===== src/rtl/line_adapter_pkg.sv =====
// Shared types and geometry helpers for the cache-line <-> memory-burst adapter.
// Modules derive their own BEATS / CNT_W / OFFSET_W from their parameters via these functions.
package line_adapter_pkg;

  typedef enum logic [1:0] {
    IDLE     = 2'd0,
    RD_BURST = 2'd1,
    WR_BURST = 2'd2,
    DONE     = 2'd3
  } state_t;

  function automatic int beats_of(input int line_w, input int beat_w);
    return line_w / beat_w;
  endfunction

  function automatic int cnt_w_of(input int line_w, input int beat_w);
    return $clog2(line_w / beat_w);
  endfunction

  function automatic int offset_w_of(input int line_w);
    return $clog2(line_w / 8);
  endfunction

  function automatic bit is_pow2(input int v);
    return (v > 0) && ((v & (v - 1)) == 0);
  endfunction

  localparam int DEF_LINE_W   = 256;
  localparam int DEF_BEAT_W   = 64;
  localparam int DEF_BEATS    = beats_of(DEF_LINE_W, DEF_BEAT_W);
  localparam int DEF_CNT_W    = cnt_w_of(DEF_LINE_W, DEF_BEAT_W);
  localparam int DEF_OFFSET_W = offset_w_of(DEF_LINE_W);

endpackage


===== src/rtl/line_beat_buffer.sv =====
// Line-wide register organised as BEATS beats: full-line load, single-beat write, beat read mux.
// line_next exposes the value the register takes at the next edge, so a completing fill can be captured whole.
module line_beat_buffer #(
  parameter int LINE_W = 256,
  parameter int BEAT_W = 64,
  parameter int CNT_W  = 2
) (
  input  logic              clk,
  input  logic              srst,
  input  logic              load_en,
  input  logic [LINE_W-1:0] load_line,
  input  logic              beat_we,
  input  logic [CNT_W-1:0]  beat_idx,
  input  logic [BEAT_W-1:0] beat_data,
  output logic [BEAT_W-1:0] beat_q,
  output logic [LINE_W-1:0] line_next
);
  localparam int BEATS = LINE_W / BEAT_W;

  logic [BEATS-1:0][BEAT_W-1:0] beats_q;
  logic [BEATS-1:0][BEAT_W-1:0] beats_next;

  genvar gi;
  generate
    for (gi = 0; gi < BEATS; gi++) begin : g_beat
      logic [BEAT_W-1:0] beat_reg;
      logic [BEAT_W-1:0] beat_next;

      always_comb begin
        beat_next = beat_reg;
        if (load_en)
          beat_next = load_line[gi*BEAT_W +: BEAT_W];
        else if (beat_we && (beat_idx == CNT_W'(gi)))
          beat_next = beat_data;
      end

      always_ff @(posedge clk) begin
        if (srst) beat_reg <= '0;
        else      beat_reg <= beat_next;
      end

      assign beats_q[gi]    = beat_reg;
      assign beats_next[gi] = beat_next;
    end
  endgenerate

  assign beat_q    = beats_q[beat_idx];
  assign line_next = beats_next;

endmodule


===== src/rtl/line_burst_adapter.sv =====
// Converts one cache-line request into a BEATS-long memory burst (fill or writeback).
// The beat buffer is shared by both directions; line_o is a separate register that only fills update.
module line_burst_adapter
  import line_adapter_pkg::*;
#(
  parameter int LINE_W    = 256,
  parameter int BEAT_W    = 64,
  parameter int ADDR_W    = 32,
  parameter int INCR_ADDR = 0
) (
  input  logic              clk,
  input  logic              rst,
  input  logic [ADDR_W-1:0] address_i,
  input  logic              read_i,
  input  logic              write_i,
  input  logic [LINE_W-1:0] line_i,
  output logic [LINE_W-1:0] line_o,
  output logic              resp_o,
  output logic [ADDR_W-1:0] address_o,
  output logic              read_o,
  output logic              write_o,
  output logic [BEAT_W-1:0] burst_o,
  input  logic [BEAT_W-1:0] burst_i,
  input  logic              resp_i
);
  localparam int BEATS      = beats_of(LINE_W, BEAT_W);
  localparam int CNT_W      = cnt_w_of(LINE_W, BEAT_W);
  localparam int OFFSET_W   = offset_w_of(LINE_W);
  localparam int BEAT_BYTES = BEAT_W / 8;
  localparam logic [ADDR_W-1:0] OFFSET_MASK = ADDR_W'((64'd1 << OFFSET_W) - 64'd1);
  localparam logic [CNT_W-1:0]  LAST_BEAT   = CNT_W'(BEATS - 1);

  generate
    if ((LINE_W % BEAT_W) != 0) begin : g_bad_multiple
      $error("line_burst_adapter: LINE_W must be a multiple of BEAT_W");
    end
    if (!is_pow2(BEATS) || (BEATS < 2)) begin : g_bad_beats
      $error("line_burst_adapter: LINE_W/BEAT_W must be a power of 2 and at least 2");
    end
    if ((BEAT_W % 8) != 0) begin : g_bad_beat_bytes
      $error("line_burst_adapter: BEAT_W must be a whole number of bytes");
    end
  endgenerate

  state_t            state_reg;
  logic [CNT_W-1:0]  cnt_reg;
  logic [ADDR_W-1:0] addr_reg;
  logic              read_reg;
  logic              write_reg;
  logic              resp_reg;
  logic [LINE_W-1:0] line_reg;

  logic [ADDR_W-1:0] aligned_addr;
  logic [ADDR_W-1:0] beat_addr;
  logic [BEAT_W-1:0] beat_q;
  logic [LINE_W-1:0] fill_line;
  logic              load_en;
  logic              beat_we;

  assign aligned_addr = address_i & ~OFFSET_MASK;
  assign beat_addr    = (INCR_ADDR != 0) ? addr_reg + ADDR_W'(BEAT_BYTES) : addr_reg;
  assign load_en      = (state_reg == IDLE) && write_i;
  assign beat_we      = (state_reg == RD_BURST) && resp_i;

  line_beat_buffer #(
    .LINE_W (LINE_W),
    .BEAT_W (BEAT_W),
    .CNT_W  (CNT_W)
  ) u_buffer (
    .clk       (clk),
    .srst      (rst),
    .load_en   (load_en),
    .load_line (line_i),
    .beat_we   (beat_we),
    .beat_idx  (cnt_reg),
    .beat_data (burst_i),
    .beat_q    (beat_q),
    .line_next (fill_line)
  );

  // Stalls (resp_i low) simply leave every register untouched.
  always_ff @(posedge clk) begin
    if (rst) begin
      state_reg <= IDLE;
      cnt_reg   <= '0;
      addr_reg  <= '0;
      read_reg  <= 1'b0;
      write_reg <= 1'b0;
      resp_reg  <= 1'b0;
      line_reg  <= '0;
    end else begin
      case (state_reg)
        IDLE: begin
          cnt_reg <= '0;
          if (write_i) begin
            state_reg <= WR_BURST;
            write_reg <= 1'b1;
            addr_reg  <= aligned_addr;
          end else if (read_i) begin
            state_reg <= RD_BURST;
            read_reg  <= 1'b1;
            addr_reg  <= aligned_addr;
          end
        end
        RD_BURST, WR_BURST: begin
          if (resp_i) begin
            cnt_reg  <= cnt_reg + CNT_W'(1);
            addr_reg <= beat_addr;
            if (cnt_reg == LAST_BEAT) begin
              state_reg <= DONE;
              read_reg  <= 1'b0;
              write_reg <= 1'b0;
              resp_reg  <= 1'b1;
              addr_reg  <= '0;
              if (state_reg == RD_BURST) line_reg <= fill_line;
            end
          end
        end
        DONE: begin
          state_reg <= IDLE;
          resp_reg  <= 1'b0;
        end
        default: state_reg <= IDLE;
      endcase
    end
  end

  assign line_o    = line_reg;
  assign resp_o    = resp_reg;
  assign read_o    = read_reg;
  assign write_o   = write_reg;
  assign address_o = addr_reg;
  assign burst_o   = write_reg ? beat_q : '0;

endmodule

===== config.mk =====
export PLATFORM = sky130hd
export DESIGN_NAME = line_burst_adapter
export DESIGN_NICKNAME = d
export VERILOG_FILES = /design/src/rtl/line_adapter_pkg.sv /design/src/rtl/line_beat_buffer.sv /design/src/rtl/line_burst_adapter.sv
export SDC_FILE = /design/constraint.sdc
export NUM_CORES = 1
export LEC_CHECK = 0
export CAP_MARGIN = 20
export CORE_AREA = 2 2 279 281
export DETAILED_ROUTE_END_ITERATION = 12
export DIE_AREA = 0 0 281 283
export GPL_ROUTABILITY_DRIVEN = 0
export HOLD_SLACK_MARGIN = 0.15
export PLACE_DENSITY = 0.53
export RECOVER_POWER = 25
export SETUP_SLACK_MARGIN = 0.4
export SLEW_MARGIN = 0
export SYNTH_ARGS = -nofsm -noshare
export SYNTH_HDL_FRONTEND = slang
export SYNTH_SLANG_ARGS = --single-unit

===== constraint.sdc =====
create_clock -name clk -period 2.7 [get_ports clk]
set_input_delay 0.81 -clock clk [delete_from_list [all_inputs] [get_ports clk]]
set_output_delay 0.81 -clock clk [all_outputs]
set_load 0.005 [all_outputs]

-- Word level (Yosys, flattened, before mapping)
Index checks and enable logic that the tools add are counted.
- register bits: 551
- logic and storage cells: 76
- $add $sub $neg: 1
- magnitude comparators: 1
- equality and inequality tests: 12
- mux-type cells: 33
- reduce and logical (&&, ||, !) cells: 18
- operator list (operator ; count):
    64-bit 2-to-1 mux ; 10
    64-bit binary-select mux with 2-bit select ; 1
    32-bit 2-to-1 mux ; 4
    32-bit case mux with 2 select lines ; 1
    4-bit AND reduction ; 3
    2-bit 2-to-1 mux ; 5
    2-bit != test (second input constant) ; 5
    2-bit == test (second input constant) ; 4
    1-bit 2-to-1 mux ; 7
    1-bit logical AND ; 6
    1-bit case mux with 2 select lines ; 3
    2-bit case mux with 3 select lines ; 1
    3-bit AND reduction ; 2
    5-bit AND reduction ; 1
    2-bit by 1-bit == test with 1-bit output (second input constant) ; 2
    2-bit logical NOT ; 2
    2-bit case mux with 2 select lines ; 1
    2-bit nonzero test ; 2
    2-bit by 3-bit < comparator with 1-bit output (second input constant) ; 1
    3-bit != test (second input constant) ; 1
    2-bit by 1-bit adder with 2-bit output (second input constant) ; 1
    2-bit AND reduction ; 1
    2-bit OR reduction ; 1

-- Longest topological paths before layout
Gate-level depths: netlist of run 1.
- depth in word-level cells: 5
- depth in mapped cells: 9
- mapped depth without buffers: 5

-- Hierarchy
Synthesis of run 1 repeated with hierarchy kept, for this count alone.
- cells, all modules: 2970
- area, all modules: 25539.5 um^2
- by module, submodules not included (module ; instances ; cells an instance ; area each (um^2) ; seq. area each (um^2)):
    line_beat_buffer ; 1 ; 1668 ; 14971.9 ; 5124.9
    line_burst_adapter ; 1 ; 1302 ; 10567.6 ; 5805.6

-- Worst setup path before layout of run 1
Ideal clock, no wire load.
- kind: register to output
- start point: reg cnt_reg[0]
- end point: out burst_o[25]
- data arrival time: 1617 ps
- required time: 1890 ps
- slack: 273 ps
- cell stages (with the launch flop): 5
- path through: dfxtp_1 -> buf_2 -> buf_2 -> mux4_2 -> and2_1
- word-level cells in the longest chain between the ends: 3
- ends and longest elaborated chain (item ; line ; source):
    from (decl) ; line_burst_adapter.sv:46 ; logic [CNT_W-1:0] cnt_reg;
    from (signal assigned) ; line_burst_adapter.sv:107 ; cnt_reg <= cnt_reg + CNT_W'(1);
    64-bit binary-select mux with 2-bit select ; line_beat_buffer.sv:47 ; assign beat_q = beats_q[beat_idx];
    64-bit 2-to-1 mux (implied by the code) ; line_beat_buffer.sv:47 ;
    64-bit 2-to-1 mux ; line_burst_adapter.sv:133 ; assign burst_o = write_reg ? beat_q : '0;
    to (decl) ; line_burst_adapter.sv:22 ; output logic [BEAT_W-1:0] burst_o,
Every way passes these cells. The select of a mux whose other input is x is not followed.

-- Final worst setup path of run 1
- start point: reg cnt_reg[0]
- end point: out burst_o[5]
The elaborated chain is that of the path after synthesis.

==> run metrics, run 1 <==
Initial Util=29.1%; Cell variety after synth=38; largest net degree at the start of global routing=110; Warnings, synthesis=0; register area share after synthesis=49.0%; ranking of synthesized cells by area=dfxtp_1 49%, o31ai_1 8.6%, a221oi_1 7.5%; first-pass GRT wire length=157000 um; area of the die=79500 um^2; utilization after layout=46.7%; Worst setup SP type=register; Pins Over Slew Limit=0; crit-path max FO=8; IO Pins=712; Worst Path Required=1890 ps; CP arrival=2270 ps; Max Freq=325 MHz; Fin. Hold Viols=0; clk sinks=546; fill count=7270; failing checks=negative setup slack; Most common cell on crit path=buf_6; grt total ovfl=0; count of final setup violators=86; Leak=14.4 nW; Syn-to-layout area delta=60.7%; Seq cells post-synth=546; final wirelength=114000 um; routed length per instance=27.2 um; clk_lat worst skew=630 ps; worst-margin pin slew=853 ps; status=finished, violations left; Final nets=3456; fraction of layout cells with a size suffix above 1=22.0%; vias in the first global route=23.5k; worst-path cell chain=buf_8 -> buf_12 -> buf_6 -> mux4_2 -> and2_4 -> buf_6; CTS H-tree lvls=2; DRC=0; Slew Limit Headroom=43.1%; Total Routing Usage GR=26.2%; vias=23.4k; maximum VDD drop=0.497 mV; pwr dens=836 nW/um^2; clk slew on worst S/H paths=70 ps; RSZ-0062 raised after global routing=true; CTS tree=done; std cell rows=102; worst reg-to-reg setup slack=-180 ps; DR pass1 iterations=8; crit path capture type=output port; I/O Buffers=701; DP HPWL=72400 um; most frequent cells in the layout=532 x dfxtp_1, 357 x clkdlybuf4s50_1, 267 x dlygate4sd2_1; clock skew=28.2 ps; fin crit period=3080 ps; core area=76700 um^2; Vert. Die Dim=283 um; root buf cell=clkbuf_16; Mapped Cells=2355; CP max stage cell=mux4_2; pre-CTS setup slack=-142 ps; initial antenna violation count=18; Post-Synthesis Cell Area=22300 um^2; Detailed Route Iter0 Violations=2050; Synth top area share=49.0%; Die W=281 um; largest area contributor in the netlist=dfxtp_1; Clock Path Buffers=3; Hold Path Class=register to register; final setup slack of the worst path=-378 ps; hold_ws=450 ps; crit path kind=register to output port; max incr delay on CP=510 ps; most common cell after layout, fill and taps aside=dfxtp_1; Avg Synthesized Cell Area=9.47 um^2; period utilization=114%; max cap viols=0; Num CTS Buffers=60; drt via density=5.57; DRT antenna net count=0
## timing repair
item	4_1_cts	5_1_grt
gates cloned	9	19
resized for setup	762	197
endpoints found under the setup margin	387	394
pin swaps	21	10
hold buffers	0	0
setup buffers	48	16
## final timing paths
kind	from	to	depth (start not counted)
worst max register to register	state_reg[0]$_SDFFE_PP0P_	u_buffer.g_beat[3].beat_reg[9]$_SDFF_PP0_	8
worst min-delay path	line_o[189]$_SDFFE_PP0P_	line_o[189]$_SDFFE_PP0P_	2
worst min register to register	line_o[189]$_SDFFE_PP0P_	line_o[189]$_SDFFE_PP0P_	2
worst max-delay path	cnt_reg[0]$_SDFFE_PP0P_	burst_o[5]	6
## metrics by stage
step | area [um^2] | TNS, ps | total power (W) | instances
detailed placement | 31300 | -4450 | 0.0194 | 3976
floorplan | 22300 | 0 | 0.0151 | 2359
CTS | 34200 | -22150 | 0.0289 | 4143
finish | 35800 | -20580 | 0.0300 | 4192
global placement | 31300 | -1690 | 0.0193 | 3976
global route | 35800 | -29990 | 0.0312 | 4192
## routing by layer
layer / GRT usage [%] / up-vias / wire length, um
met5: 0 / - / 41
met4: 11.5 / 6 / 4950
met3: 5.00 / 245 / 8610
met2: 44.6 / 1242 / 54700
met1: 32.1 / 11528 / 45900
li1: - / 10340 / -
## power by group
part	switching, W	internal (W)	total (W)	leakage [nW]
sequential	0.000889	0.00940	0.0103	4.47
clock	0.00354	0.00479	0.00833	0.991
combinational	0.00591	0.00544	0.0114	8.94
total	0.0103	0.0196	0.0300	14.4
## area by class of cell
cell class	count	area [um^2]	area share (%)
timing repair buffer	908	9750	27.2
antenna	14	35.0	0.0978
tap	1040	1300	3.63
sequential	546	11000	30.6
inverter	7	31.3	0.0873
clock buffer	87	1800	5.01
multi-input combinational	1567	11800	32.8
clock inverter	23	196	0.548
## worst max-delay path: cells and delay by family (launching register included)
family	cells	cell delay [ps]
buf+inv	4	510
flops	1	420
mux	1	510
simple gates	1	190
## cells by family (layout without fill, tap and decap cells)
logic type,count (synthesis),after routing,share of synthesized area (%)
flip-flops,546,546,49.0
AO/OA/AOI/OAI,562,563,20.5
other,1,19,0.0168
multiplexers,70,70,6.75
buffers and inverters,248,1025,4.58
adder cells (fa/ha/maj),9,9,0.505
AND/OR/NAND/NOR,919,920,18.6
## synthesized netlist by cell type
library cell  instances
buf_2                30
a21oi_1              13
nand2_1             261
o21a_1                1
clkbuf_1            170
a32oi_1               1
o21ai_2               1
nor2_1              258
o32ai_1              60
nand3_1               3
a21boi_0              1
buf_4                 6
a21o_1                1
and3_4                1
conb_1                1
nand3_2               3
mux4_2               64
a21bo_2               3
ha_1                  9
mux2_2                4
or3b_1                1
o31ai_1             256
nand2b_1              2
mux2i_1               2
a32o_1               28
buf_6                 4
and3_1                2
clkbuf_2              1
nor3_1              256
nor2b_1               1
o2111ai_1             1
a31oi_1               2
buf_1                30
and2_1              131
dfxtp_1             546
a311oi_1              2
inv_1                 7
a221oi_1            192
No activity file was read; power rests on OpenSTA's default activity.
==> run 2: changes to the inputs <==
--- a/config.mk
+++ b/config.mk
@@ -6,12 +6,16 @@
 export NUM_CORES = 1
 export LEC_CHECK = 0
 export CAP_MARGIN = 20
-export CORE_AREA = 2 2 279 281
+export CELL_PAD_IN_SITES_DETAIL_PLACEMENT = 1
+export CELL_PAD_IN_SITES_GLOBAL_PLACEMENT = 2
+export CORE_ASPECT_RATIO = 0.75
+export CORE_MARGIN = 2
+export CORE_UTILIZATION = 28
+export CTS_BUF_LIST = sky130_fd_sc_hd__clkbuf_4
 export DETAILED_ROUTE_END_ITERATION = 12
-export DIE_AREA = 0 0 281 283
 export GPL_ROUTABILITY_DRIVEN = 0
 export HOLD_SLACK_MARGIN = 0.15
-export PLACE_DENSITY = 0.53
+export PLACE_DENSITY = 0.79
 export RECOVER_POWER = 25
 export SETUP_SLACK_MARGIN = 0.4
 export SLEW_MARGIN = 0
==> run 2 against run 1 <==
The run still ends with negative setup slack left. Worst hold slack got worse by 80 ps. Count of clock-buffer cells in the layout up 127. Flip-flop and latch count unchanged. Combinational power barely moved. Setup slack lost 370 ps. Register-to-register slack improved by 360 ps. Wire length rose by 2.6%. Final area increased by 0.41%. Final cell count up 3.6%. Critical endpoint is now burst_o[28]. Highest routed layer unchanged.
==> run metrics, run 2 (synthesis results as in run 1) <==
status=finished, violations left; failing checks=negative setup slack; area of the die=82000 um^2 (+3.1%); max incr delay on CP=510 ps (about the same); Buffers & Inverters on Critical Path=5 (+1); worst-margin pin slew=711 ps (-142 ps); root buf cell=clkbuf_4; DP HPWL=75100 um (+3.6%); crit path capture type=output port; CP arrival=2640 ps (+370 ps); WP depth=7 (+1); CP delay by family, top=buffers and inverters; std cell rows=89 (-13%); initial antenna violation count=20 (+2); FF-to-FF End=line_o[244]$_SDFFE_PP0P_; most frequent cells in the layout=350 x clkdlybuf4s50_1, 305 x buf_6, 276 x dfxtp_2; R2R cell count=9 (+1); Syn-to-layout area delta=61.3%; register area=11300 um^2 (+3.3%); Initial Util=28.3% (-0.75 points); Die W=330 um (+17%); grt total ovfl=0 (unchanged); Slew Limit Headroom=52.6% (+9.5 points); IO Pins=712 (unchanged); vias=24.2k (+3.7%); Detailed Route Iter0 Violations=1578 (-23%); Fin. Hold Viols=0 (unchanged); worst-path cell chain=buf_12 -> buf_12 -> buf_12 -> buf_8 -> mux4_2 -> and2_4 -> buf_6; pwr dens=812 nW/um^2 (-2.9%); hold path depth=5 (+3); CTS H-tree lvls=4 (+2); placed cell areas=31300 um^2 (about the same); Net Sw Frac=36.2% (+1.7 points); fin crit period=3450 ps (+375 ps); met3 Track Usage GR=6.41% (+1.4 points); DRC=0 (unchanged); fill count=8720 (+20%); utilization after layout=45.7% (-1.0 points); clk slew on worst S/H paths=70 ps (about the same); vias in the first global route=25.3k (+7.8%); Worst Path Required=1890 ps (about the same); CTS tree=done; RSZ-0062 raised after global routing=true; count of final setup violators=64 (-26%); Leak=13.9 nW (-3.2%); Num CTS Buffers=147 (+150%); most common cell after layout, fill and taps aside=clkdlybuf4s50_1; maximum VDD drop=0.474 mV (-4.7%); Design Area, Final=36000 um^2 (+0.41%); FF-to-FF Start=cnt_reg[0]$_SDFFE_PP0P_; I/O Buffers=701 (unchanged); clk_lat worst skew=1000 ps (+370 ps); crit path kind=register to output port; DR pass1 iterations=5 (-3); Hold Path Class=input port to register; Vert. Die Dim=248 um (-12%); Pins Over Slew Limit=0 (unchanged); Comb power frac=38.3% (+0.4 points); CP max stage cell=mux4_2; core area=78700 um^2 (+2.6%); Final nets=3545 (+2.6%); period utilization=128% (+14 points); clock power share=26.0% (-1.8 points); largest net degree at the start of global routing=134 (+22%); sequential power share=35.7% (+1.4 points); final wirelength=117000 um (+2.6%); drt via density=5.58 (about the same); multi-input logic area=11700 um^2 (-0.75%); hold_ws=370 ps (-79.7 ps); Most common cell on crit path=buf_12; Total Routing Usage GR=26.4% (+0.16 points); clk sinks=546 (unchanged); first-pass GRT wire length=164000 um (+4.3%); crit-path max FO=5 (-3); Top Usage Layer GRT=met2; DRT antenna net count=0 (unchanged); Pint=0.0187 W (-5.0%); routed length per instance=27.0 um (-1.0%); TNS Setup=-42940 ps (-22360 ps); Clock Path Buffers=3 (unchanged); max cap viols=0 (unchanged); Crit. Startpoint=cnt_reg[0]$_SDFFE_PP0P_; final setup slack of the worst path=-753 ps (-375 ps); worst reg-to-reg setup slack=180 ps (+360 ps); pre-CTS setup slack=-60.8 ps (+81.0 ps); fraction of layout cells with a size suffix above 1=41.7% (+20 points); Max Freq=290 MHz (-11%); grt met1 use=33.5% (+1.4 points); Switch Pwr=0.0106 W (+2.2%); grt met2 use=42.8% (-1.8 points); Critical Path End=burst_o[28]; clock skew=42.0 ps (+13.8 ps); Worst setup SP type=register
==> run 2: cell count changes in the layout (fill, tap and decap cells not counted), moves of 15 or more <==
cell           delta
dfxtp_1         -274
dfxtp_2         +268
dlygate4sd2_1   -266
buf_6           +212
clkbuf_4        +212
buf_2            +72
clkbuf_16        -71
o31ai_1          -29
o32ai_1          +29
o32ai_2          -24
o31ai_2          +21
clkinv_1         +20
buf_4            +17
clkbuf_8         -15
==> run 2: metrics by stage <==
stage,total power (W),std cells
final,0.0292,4343
after global routing,0.0306,4338
after CTS,0.0281,4281
after detailed placement,0.0196,3969
after global placement,0.0193,3969
after floorplan,0.0151,2359
==> run 2: per-layer routing <==
layer / up-vias / part of all wire [%] / routed length [um]
met5: - / 0.049 / 57
met1: 12272 / 42 / 49100
met4: 8 / 3.1 / 3670
met2: 1079 / 47 / 55600
li1: 10606 / - / -
met3: 249 / 7.4 / 8660
==> run 2: cell type report <==
cell class | count | share of cell area, %
Multi-Input combinational cell | 1565 | 32.5
Clock buffer | 214 | 4.46
Sequential cell | 546 | 31.5
Antenna cell | 21 | 0.146
Inverter | 7 | 0.0730
Timing Repair Buffer | 912 | 27.2
Clock inverter | 32 | 0.581
Tap cell | 1046 | 3.64
==> run 2: worst min path at each step <==
stage	from	endpoint	slack, ps
6_report	rst	line_o[8]$_SDFFE_PP0P_	370
4_1_cts	rst	line_o[245]$_SDFFE_PP0P_	230
5_1_grt	rst	line_o[127]$_SDFFE_PP0P_	300
3_5_place_dp	line_o[11]$_SDFFE_PP0P_	line_o[11]$_SDFFE_PP0P_	440
3_3_place_gp	line_o[206]$_SDFFE_PP0P_	line_o[206]$_SDFFE_PP0P_	440
2_1_floorplan	line_o[0]$_SDFFE_PP0P_	line_o[0]$_SDFFE_PP0P_	450
==> run 2: power by group through the flow <==
stage                     clock network (W)  logic, W  registers [W]
final                               0.00761    0.0112         0.0104
after global placement                    0   0.00898         0.0103
after floorplan                           0   0.00511         0.0100
after CTS                           0.00776    0.0101         0.0103
after detailed placement                  0   0.00921         0.0104
after global routing                0.00824    0.0119         0.0105
==> run 2: worst reg2reg max path: cells and delay by family (launching register included) <==
kind / cells / cell delay, ps
buf+inv: 5 / 890
simple gates: 2 / 620
flops: 1 / 400
compound gates: 1 / 340
fa+ha+maj: 1 / 180
==> run 2: what timing repair did <==
action | in CTS | in global routing
setup endpoints to repair | 478 | 498
hold buffers | 0 | 0
resized for setup | 1991 | 262
pin swaps | 26 | 7
setup buffers | 64 | 33
endpoints found under the hold margin | 0 | 0
cloned | 2 | 8
